--- config.mk ---
export PLATFORM = sky130hd
export DESIGN_NAME = cp0_ctrl
export DESIGN_NICKNAME = d
export VERILOG_FILES = /design/src/rtl/cp0_pkg.sv /design/src/rtl/cp0_exc_arb.sv /design/src/rtl/cp0_ctrl.sv
export SDC_FILE = /design/constraint.sdc
export NUM_CORES = 1
export LEC_CHECK = 0
export CAP_MARGIN = 20
export CORE_AREA = 2 2 102 104
export DETAILED_ROUTE_END_ITERATION = 12
export DIE_AREA = 0 0 104 106
export PLACE_DENSITY = 0.76
export SLEW_MARGIN = 10
export SYNTH_ARGS = -nofsm -noshare
export SYNTH_HDL_FRONTEND = slang
export SYNTH_HIERARCHICAL = 1
export SYNTH_SLANG_ARGS = --single-unit
--- constraint.sdc ---
create_clock -name clk -period 2.7 [get_ports clk]
set_clock_uncertainty 0.15 [all_clocks]
set_input_delay 0.54 -clock clk [delete_from_list [all_inputs] [get_ports clk]]
set_output_delay 0.54 -clock clk [all_outputs]
set_load 0.02 [all_outputs]
--- src/rtl/cp0_pkg.sv ---
// ============================================================================
// Module   : cp0_pkg
// Purpose  : Shared CP0 register numbers, ExcCode values and field positions.
// Revision : 1.0
// ============================================================================
`default_nettype none

package cp0_pkg;

   localparam logic [4:0] C_REG_SR    = 5'd12;
   localparam logic [4:0] C_REG_CAUSE = 5'd13;
   localparam logic [4:0] C_REG_EPC   = 5'd14;
   localparam logic [4:0] C_REG_PRID  = 5'd15;

   localparam logic [4:0] C_EXC_INT  = 5'd0;
   localparam logic [4:0] C_EXC_ADEL = 5'd4;
   localparam logic [4:0] C_EXC_ADES = 5'd5;
   localparam logic [4:0] C_EXC_RI   = 5'd10;
   localparam logic [4:0] C_EXC_OV   = 5'd12;

   localparam int C_SR_IE_BIT     = 0;
   localparam int C_SR_EXL_BIT    = 1;
   localparam int C_IM_LO         = 10;
   localparam int C_IM_HI         = 15;
   localparam int C_CAUSE_BD_BIT  = 31;
   localparam int C_EXCCODE_LO    = 2;
   localparam int C_EXCCODE_HI    = 6;

endpackage

`default_nettype wire

--- src/rtl/cp0_exc_arb.sv ---
// ============================================================================
// Module   : cp0_exc_arb
// Purpose  : Combinational interrupt/exception detect and ExcCode select.
// Revision : 1.0
// ============================================================================
`default_nettype none

module cp0_exc_arb
   import cp0_pkg::*;
(
   input  logic       pc_valid_i,
   input  logic       exc_valid_i,
   input  logic [4:0] exccode_i,
   input  logic       ie_i,
   input  logic       exl_i,
   input  logic [5:0] im_i,
   input  logic [5:0] hwint_i,
   output logic       flush_o,
   output logic [4:0] exccode_o
);

   logic w_irq;
   logic w_exc;

   assign w_irq     = pc_valid_i & ie_i & ~exl_i & (|(hwint_i & im_i));
   assign w_exc     = pc_valid_i & exc_valid_i & ~exl_i;
   assign flush_o   = w_irq | w_exc;
   // Interrupts outrank the synchronous exception of the same instruction.
   assign exccode_o = w_irq ? C_EXC_INT : exccode_i;

endmodule

`default_nettype wire

--- src/rtl/cp0_ctrl.sv ---
// ============================================================================
// Module   : cp0_ctrl
// Purpose  : CP0 SR/Cause/EPC/PRId registers, mfc0/mtc0/eret, flush source.
// Revision : 1.0
// ============================================================================
`default_nettype none

module cp0_ctrl
   import cp0_pkg::*;
#(
   parameter logic [31:0] HANDLER_ADDR = 32'h0000_4180,
   parameter logic [31:0] PRID_VAL     = 32'h0000_0715
)(
   input  logic        clk,
   input  logic        rst,
   input  logic [31:0] pcM,
   input  logic        pc_validM,
   input  logic        bdM,
   input  logic        exc_validM,
   input  logic [4:0]  exccodeM,
   input  logic        eretM,
   input  logic [5:0]  hwint,
   input  logic        cp0_we,
   input  logic [4:0]  cp0_addr,
   input  logic [31:0] cp0_wdata,
   output logic [31:0] cp0_rdata,
   output logic        flush,
   output logic [31:0] handler_pc,
   output logic [31:0] epc_out
);

   logic [5:0]  r_im_q,   r_im_d;
   logic        r_exl_q,  r_exl_d;
   logic        r_ie_q,   r_ie_d;
   logic        r_bd_q,   r_bd_d;
   logic [5:0]  r_ip_q,   r_ip_d;
   logic [4:0]  r_code_q, r_code_d;
   logic [31:0] r_epc_q,  r_epc_d;

   logic        w_flush;
   logic [4:0]  w_code;
   logic [31:0] w_epc_exc;
   logic [31:0] w_sr;
   logic [31:0] w_cause;

   cp0_exc_arb u_arb (
      .pc_valid_i  (pc_validM),
      .exc_valid_i (exc_validM),
      .exccode_i   (exccodeM),
      .ie_i        (r_ie_q),
      .exl_i       (r_exl_q),
      .im_i        (r_im_q),
      .hwint_i     (hwint),
      .flush_o     (w_flush),
      .exccode_o   (w_code)
   );

   // A delay-slot fault restarts at the branch so the branch is re-executed.
   assign w_epc_exc = (bdM ? (pcM - 32'd4) : pcM) & 32'hFFFF_FFFC;

   always_comb begin
      r_im_d   = r_im_q;
      r_exl_d  = r_exl_q;
      r_ie_d   = r_ie_q;
      r_bd_d   = r_bd_q;
      r_ip_d   = hwint;
      r_code_d = r_code_q;
      r_epc_d  = r_epc_q;
      if (w_flush) begin
         r_exl_d  = 1'b1;
         r_bd_d   = bdM;
         r_code_d = w_code;
         r_epc_d  = w_epc_exc;
      end else begin
         if (eretM && pc_validM) begin
            r_exl_d = 1'b0;
         end
         if (cp0_we) begin
            case (cp0_addr)
               C_REG_SR: begin
                  r_im_d  = cp0_wdata[C_IM_HI:C_IM_LO];
                  r_exl_d = cp0_wdata[C_SR_EXL_BIT];
                  r_ie_d  = cp0_wdata[C_SR_IE_BIT];
               end
               C_REG_EPC: r_epc_d = {cp0_wdata[31:2], 2'b00};
               default: ;
            endcase
         end
      end
   end

   always_ff @(posedge clk) begin
      if (rst) begin
         r_im_q   <= '0;
         r_exl_q  <= 1'b0;
         r_ie_q   <= 1'b0;
         r_bd_q   <= 1'b0;
         r_ip_q   <= '0;
         r_code_q <= '0;
         r_epc_q  <= '0;
      end else begin
         r_im_q   <= r_im_d;
         r_exl_q  <= r_exl_d;
         r_ie_q   <= r_ie_d;
         r_bd_q   <= r_bd_d;
         r_ip_q   <= r_ip_d;
         r_code_q <= r_code_d;
         r_epc_q  <= r_epc_d;
      end
   end

   assign w_sr    = {16'h0, r_im_q, 8'h0, r_exl_q, r_ie_q};
   assign w_cause = {r_bd_q, 15'h0, r_ip_q, 3'h0, r_code_q, 2'b00};

   always_comb begin
      cp0_rdata = 32'h0;
      case (cp0_addr)
         C_REG_SR:    cp0_rdata = w_sr;
         C_REG_CAUSE: cp0_rdata = w_cause;
         C_REG_EPC:   cp0_rdata = r_epc_q;
         C_REG_PRID:  cp0_rdata = PRID_VAL;
         default:     cp0_rdata = 32'h0;
      endcase
   end

   assign flush      = w_flush;
   assign handler_pc = HANDLER_ADDR;
   assign epc_out    = r_epc_q;

endmodule

`default_nettype wire

==> results of run 1 <==
-- flip-flops by register name (all words and copies together) (netlist names) --
register and cells:
r_im_q 6, r_ie_q 1, r_code_q 5, r_bd_q 1, epc_out 30, r_ip_q 6
r_exl_q 1
-- cells by family (layout without fill, tap and decap cells) --
logic type / after synthesis / count (layout) / synth area share [%]
buffers and inverters: 75 / 243 / 11.9
AND/OR/NAND/NOR: 176 / 176 / 28.9
multiplexers: 20 / 20 / 5.73
XOR/XNOR: 10 / 10 / 2.51
adder cells (fa/ha/maj): 1 / 1 / 0.358
AO/OA/AOI/OAI: 101 / 101 / 21.8
other: 2 / 34 / 0.215
flip-flops: 50 / 50 / 28.6
-- path summary, 6_finish.rpt --
path                       startpoint                        to  slack (ns)  cells past startpoint
min          r_code_q[2]$_SDFFE_PP0P_  r_code_q[2]$_SDFFE_PP0P_        0.35                      2
max reg2reg    r_im_q[1]$_SDFFE_PP0P_  epc_out[15]$_SDFFE_PP0P_        0.62                      7
min reg2reg  r_code_q[2]$_SDFFE_PP0P_  r_code_q[2]$_SDFFE_PP0P_        0.35                      2
max                       cp0_addr[1]             cp0_rdata[31]        0.03                      6
-- per-stage QoR --
step / std cells / power (W) / TNS (ns)
global route: 771 / 0.00205 / -0.129
finish: 771 / 0.00196 / 0
global placement: 758 / 0.00140 / -10.02
floorplan: 467 / 0.00112 / 0
CTS: 767 / 0.00196 / 0
detailed placement: 758 / 0.00141 / -11.61
-- layout by cell type, fill, tap and decap left out, types with 12 or more instances in the layout --
| cell | synthesis | layout |
|---|---|---|
| and3_1 | 42 | 42 |
| nand2_1 | 13 | 13 |
| clkdlybuf4s15_1 | 0 | 16 |
| a311oi_1 | 14 | 12 |
| conb_1 | 2 | 34 |
| dfxtp_1 | 50 | 50 |
| clkdlybuf4s50_1 | 0 | 109 |
| nor2b_1 | 15 | 14 |
| mux2i_1 | 20 | 20 |
| a211oi_1 | 37 | 37 |
| nor2_1 | 37 | 37 |
| buf_4 | 35 | 79 |
-- tightest hold or removal path, delay by kind of cell, from the launching register on --
kind | cells | cell delay (ns)
multiplexers | 1 | 0.06
flip-flops | 1 | 0.34
AND/OR/NAND/NOR | 1 | 0.07
-- power by group through the flow --
| stage | Sequential (W) | Combinational [W] | Clock (W) |
|---|---|---|---|
| finish | 0.000819 | 0.000588 | 0.000552 |
| floorplan | 0.000861 | 0.000256 | 0 |
| global placement | 0.000834 | 0.000570 | 0 |
| CTS | 0.000818 | 0.000579 | 0.000562 |
| detailed placement | 0.000835 | 0.000579 | 0 |
| global route | 0.000824 | 0.000630 | 0.000595 |
-- cell type report --
type	instances	area share (%)
sequential	50	17.9
tap	136	3.05
clock inverter	3	0.852
inverter	7	0.471
multi-input combinational	342	39.8
timing repair buffer	228	36.6
clock buffer	5	1.23
-- per-layer routing --
metal  global-route usage, %  routed length [um]  part of all wire [%]  vias to the layer above
met3                    3.25                 779                   6.2                       16
met5                       0                   0                     0                        -
met4                    7.05                 278                   2.2                        0
met1                    28.4                5440                    44                     1910
met2                    37.1                5970                    48                      157
li1                        -                   -                     -                     1967
-- what timing repair did --
item	in CTS	in global routing
setup buffers	1	4
setup endpoints to repair	37	31
hold buffers	0	0
gates resized for setup	43	36
cloned	0	0
pin swaps	4	1
==> results.md, run 1 <==
- Setup violations remaining at the end of the flow were counted as 0.
- The detailed router placed just over 4000 vias in this run.
- The area of the placeable core is between 0.009 and 0.01 sq mm.
- The TritonCTS sink count is 50.
- TritonCTS created 5 clock buffers.
- TritonCTS built the clock tree.
- Walking the worst path, the cells encountered are clkdlybuf4s50_1 > nor2b_2 > buf_4 > a22oi_1 > nor2_1 > clkdlybuf4s15_2.
- The number of global-route vias before repair is ~3900.
- Clock-pin slew was measured on the worst setup and hold paths at 0.10 ns.
- The maximum number of pins on one net before global-route repair is 34.
- Cell internal power was estimated by the tool at ~0.0014 W.
- For this configuration, the core starts out at a cell density of between 30% and 40%.
- The worst slack at placement is -0.464 ns.
- By area the synthesized netlist is led by dfxtp_1 29%, a211oi_1 7.9%, and3_1 7.5%.
- The leakage power summed over all cells is between 2 and 2.5 nW.
- The critical path's slowest cell is clkdlybuf4s50_1.
- The placed instances occupy a cell area of between 0.005 and 0.006 sq mm.
- The clock network is responsible for 28.2% of the overall power.
- The total routing usage reported by global routing is 21.8%.
- In the routed layout, each cell is associated on average with a via count of 5.25.
- The critical path is of the in2out type.
- Max-cap violations in this run came to 0.
- The number of distinct standard cells referenced by the synthesized netlist is 48.
- The tree is rooted in a clkbuf_8.
- STA puts the critical path data required time at 2.01 ns.
- The net switching power figure is ~0.00060 W.
- The worst hold slack after final layout is 0.351 ns.
- The async set-reset flop share out of synthesis is 0%.
- At the end of routability-driven placement, the weighted congestion stood at around 0.93.
- Ranked by instance count, the synthesized netlist is headed by 50 x dfxtp_1, 42 x and3_1, 37 x a211oi_1, 37 x nor2_1, 35 x buf_4.
- In this run switching power makes up 30.5% of total power.
- The total number of H-tree levels is 2.
- The first global-routing pass estimated about 20000 um of wire.
- The worst-path maximum fanout is 7.
- The synthesis-to-finish area growth is 59.7%.
- Summed over all layers, the global routing overflow is 0.
- Counting flops with a built-in enable in the synthesized netlist gives 0.
- The count of nets left with antenna violations once routing finished came out at 0.
- The largest total area in the synthesized netlist belongs to dfxtp_1.
- Setup repair after global routing could not meet its margin everywhere.
- The mapped cell area is between 0.003 and 0.004 sq mm.
- Clock latency on the worst-skew pair, taken at its later pin, is 0.31 ns.
- The routed design has around 12000 um of wire.
- Among all cell types in the netlist, the one instantiated most often is dfxtp_1.
- The worst setup path is captured at an output port.
- The transition time of the tightest slew-check pin is 0.636 ns.
- The deepest clock path buffer count is 2.
- The gate count after technology mapping is about 440.
- The data arrival time at the worst-slack endpoint is 1.98 ns.
- The startpoint type of the worst setup path is an input pin.
- For this run, the leading register cell type out of synthesis is dfxtp_1.
- The peak supply drop is 0.273 mV.
- In the final routed layout, each cell accounts on average for between 15 and 20 um.
- Port buffering added about 150 buffers.
- The count of filler cells inserted in the layout is ~910.
- For this run, the register share of the synthesized area comes to 28.6%.
- The chip height is about 110 um.
- Per report_power, the sequential group accounts for 41.8% of the total.
- Based on the critical path, the design can be clocked at up to 375 MHz.
- The repair_antennas step left the layout with diodes totalling 0.
- The number of antenna violations at the first check in global routing is 0.
- Measured against its own limit, the worst slew margin works out to a little under 60%.
- The cell family with the largest share of critical-path delay is buffers and inverters.
- The DRC violations left is 0.
- The final cycle utilization of the critical path is between 90 and 100%.
- On the worst path, the slowest cell contributes a delay of between 0.5 and 0.6 ns.
- The flow ran to the end, and the final reports show no timing, DRC or antenna violations.
- Counting flops and latches in the post-synthesis netlist gives 50.
- The cell area after layout is ~0.0056 sq mm.
- The count of boundary I/O pins is about 180.
- After layout, the minimum clock period comes to about 2.7 ns.
- The number of hold-slack violations in the final timing report is 0.
- The relative contribution of combinational cells to total power is between 30% and 40%.
- The combined buffer and inverter count along the critical path is 3.
- The number of iterations in the first detailed-routing pass is 5.
- The final net count is 722.
- The area taken by multi-input logic gates is about 0.0022 sq mm.
- Once detailed placement completed, the half-perimeter wirelength came to between 9000 and 10000 um.
- In this run the biggest area consumer among cell types represents between 20% and 30% of the synthesized area.
- For this run, the number of Yosys warnings is 6.
- The min-delay analysis places its worst path in the category reg2reg.
- The cell row count is 37.
- The core occupancy in the finished layout is 55.8%.
- The mean post-synth cell area is between 8 and 9 sq um.
- After layout, the worst setup slack is ~0.031 ns.
- The total count of max-transition violations in the final report came to 0.
- The die area is around 0.011 sq mm.
- After the first detailed-routing iteration, the DRC count stood at roughly 250.
- Across the whole layout, storage elements account for between 0.001 and 0.0015 sq mm.
- In this run the power density over the cells is 351 mW/mm^2.
- The die is around 100 um wide.
- The fraction of final layout cells sized beyond drive strength 1 is approximately a fifth.
No activity file was read; power rests on OpenSTA's default activity.
==> run 2, diff against run 1 <==
Settings changed: CORE_AREA 2 2 102 104 to 2 2 87 89, DIE_AREA 0 0 104 106 to 0 0 89 91, DONT_BUFFER_PORTS set to 1, PLACE_DENSITY 0.76 to 0.66.
==> results.md, run 2 (synthesized netlist as in run 1, its figures left out) <==
- For this run the aggregate overflow at the end of global routing stands at 0.
- The detailed router finished its first iteration with about 180 violations.
- STA classifies the critical path startpoint as an input pin.
- In this run the deepest clock path goes through 2 buffers.
- The floorplan step set the die height to 91 um.
- Hold timing on the final database bottoms out at a slack of approximately 0.14 ns.
- The number of antenna violations at the first check in global routing is 0.
- The total count of max-transition violations in the final report is 0.
- The number of cells on the worst hold path is 1.
- The DRC violations left is 0.
- The number of global-route vias before repair was just over 3000.
- The type of the worst setup path is in2reg.
- The average vias per placed instance is 6.14.
- Of all nets on the critical path, the largest fanout is 8.
- The total routing usage reported by global routing is 24.6%.
- The buffer type at the clock tree root is clkbuf_8.
- The initial cell density of the core is between 40% and 50%.
- In the final routed layout, each cell accounts on average for ~20 um.
- The number of cells on the worst reg-to-reg path is 7.
- The worst path in the final design needs a cycle of approximately 2.4 ns, including I/O delays and setup.
- The type of element capturing the critical path is a flip-flop.
- The initialized floorplan defines 31 standard-cell rows.
- Once the clock tree was built, the resizer swapped 0 gates to a different size.
- The data arrival time at the worst-slack endpoint is about 2.5 ns.
- Static timing analysis puts the maximum clock frequency at 408 MHz.
- about 180 I/O pins were placed.
- The count of placed standard cells including taps is ~530.
- The routed wire length is ~10000 um.
- Summed over all nets, the half-perimeter wirelength after detailed placement is 7690 um.
- The flow ran to the end, and the final reports show no timing, DRC or antenna violations.
- The pre-antenna-repair detailed-routing pass consisted of 6 iterations.
- The final net count is 521.
- Entering global routing, the biggest net connects 63 pins.
- The count of hold-fix buffers inserted at cts is 0.
- Across the VDD grid, the largest voltage drop is roughly 0.23 mV.
- The total cell area at the placement stage is 0.00357 sq mm.
- The relative max-transition margin is 66.0%.
- The area of the placeable core is 0.00714 sq mm.
- The wire length of the first global-routing pass is between 15000 and 20000 um.
- The number of setup buffers added after CTS is 0.
- Across all layers, the routed design uses around 3300 vias.
- TritonCTS built the clock tree.
- The total number of H-tree levels is 2.
- The most frequent standard cell in the layout excluding fill and tap cells is dfxtp_1.
- Measured on the finished design, the core utilization comes to 51.5%.
- In this run the power density over the cells is 448 mW/mm^2.
- The count of non-filler cells in the finished layout is ~530.
- Data on the critical path is required at its endpoint by 2.76 ns.
- Setup repair after global routing left no endpoint under its margin.
- The finished cells cover about 0.0037 sq mm.
- The overall power is between 0.0015 and 0.002 W.
- The number of hold-slack violations in the final timing report is 0.
- The synthesis-to-finish area growth is 5.19%.
- In this run the horizontal extent of the chip is roughly 90 um.
- The max capacitance violation total is 0.
- Clock tree synthesis found a total of 50 sinks.
- Setup violations remaining at the end of the flow were counted as 0.
- The latest clock arrival within the worst-skew pair is approximately 0.3 ns.
- The register with the most flip-flops in the layout has 30 of them.
- The final cycle utilization of the critical path is about nine tenths.
- The number of port buffers is 0.
- The type of the tightest min-delay check is in2reg.
- The analysis attributes to cell leakage a power of 1.45 nW.
- The number of buffers added by the clock tree synthesis step is 5.
- The clock edge transition at the registers on the reported setup and hold paths is about 0.1 ns.
- The final antenna-violating net count is 0.
- The repair_antennas step left the layout with diodes totalling 0.
- The library cells used most frequently in the layout, excluding fill and tap cells, are 50 x dfxtp_1, 42 x and3_1, 37 x nor2_1, 37 x a211oi_1, 34 x conb_1.
- The die area is 0.00810 sq mm.
- The transition time of the tightest slew-check pin is slightly above 0.5 ns.
- The placer's final routability congestion estimate is 0.868.
- The fraction of final layout cells sized beyond drive strength 1 is 11.1%.
run 2: cell count changes in the layout (fill, tap and decap cells not counted), moves of 2 or more:
cell / previous run / this run
inv_6: 2 / 0
clkbuf_2: 9 / 0
buf_4: 79 / 26
clkdlybuf4s50_1: 109 / 0
a311oi_2: 2 / 0
dlygate4sd2_1: 10 / 0
clkdlybuf4s15_1: 16 / 0
a311oi_1: 12 / 14
run 2: routing by layer:
| layer | global-route usage (%) | wire length (um) | vias to the layer above |
|---|---|---|---|
| li1 | - | - | 1565 |
| met1 | 33.5 | 4470 | 1522 |
| met2 | 38.4 | 4730 | 170 |
| met3 | 5.91 | 1030 | 13 |
| met4 | 7.34 | 173 | 0 |
| met5 | 0 | 0 | - |
run 2: through the flow:
stage | TNS (ns) | setup slack [ns]
after floorplan | 0 | 0.0606
after global placement | -0.00136 | -0.00136
after detailed placement | -0.0889 | -0.0550
after CTS | 0 | 0.265
after global routing | 0 | 0.202
final | 0 | 0.251
run 2: path summary, 6_finish.rpt:
kind / from / end / slack (ns)
hold / removal: rst / epc_out[27]$_SDFFE_PP0P_ / 0.14
setup / recovery: pcM[3] / epc_out[25]$_SDFFE_PP0P_ / 0.25
setup reg to reg: r_im_q[1]$_SDFFE_PP0P_ / r_ie_q$_SDFFE_PP0P_ / 0.43
hold reg to reg: r_code_q[0]$_SDFFE_PP0P_ / r_code_q[0]$_SDFFE_PP0P_ / 0.36
run 2: worst max-delay path: stages:
cell      delay (ns)
or4b_4          0.52
or4_1           0.60
or4b_1          0.55
a311oi_1        0.29
run 2: area by class of cell:
type | count | area (sq um)
Inverter | 7 | 26.3
Multi-Input combinational cell | 342 | 2200
Sequential cell | 50 | 1000
Timing Repair Buffer | 27 | 215
Clock inverter | 2 | 37.5
Tap cell | 99 | 124
Clock buffer | 6 | 72.6
Fill cell | 712 | 3460
run 2: power by group:
group	internal, W	leakage, nW	switching (W)
clock network	0.000277	0.0514	0.000261
registers	0.000781	0.411	0.0000804
logic	0.0000960	0.988	0.000153
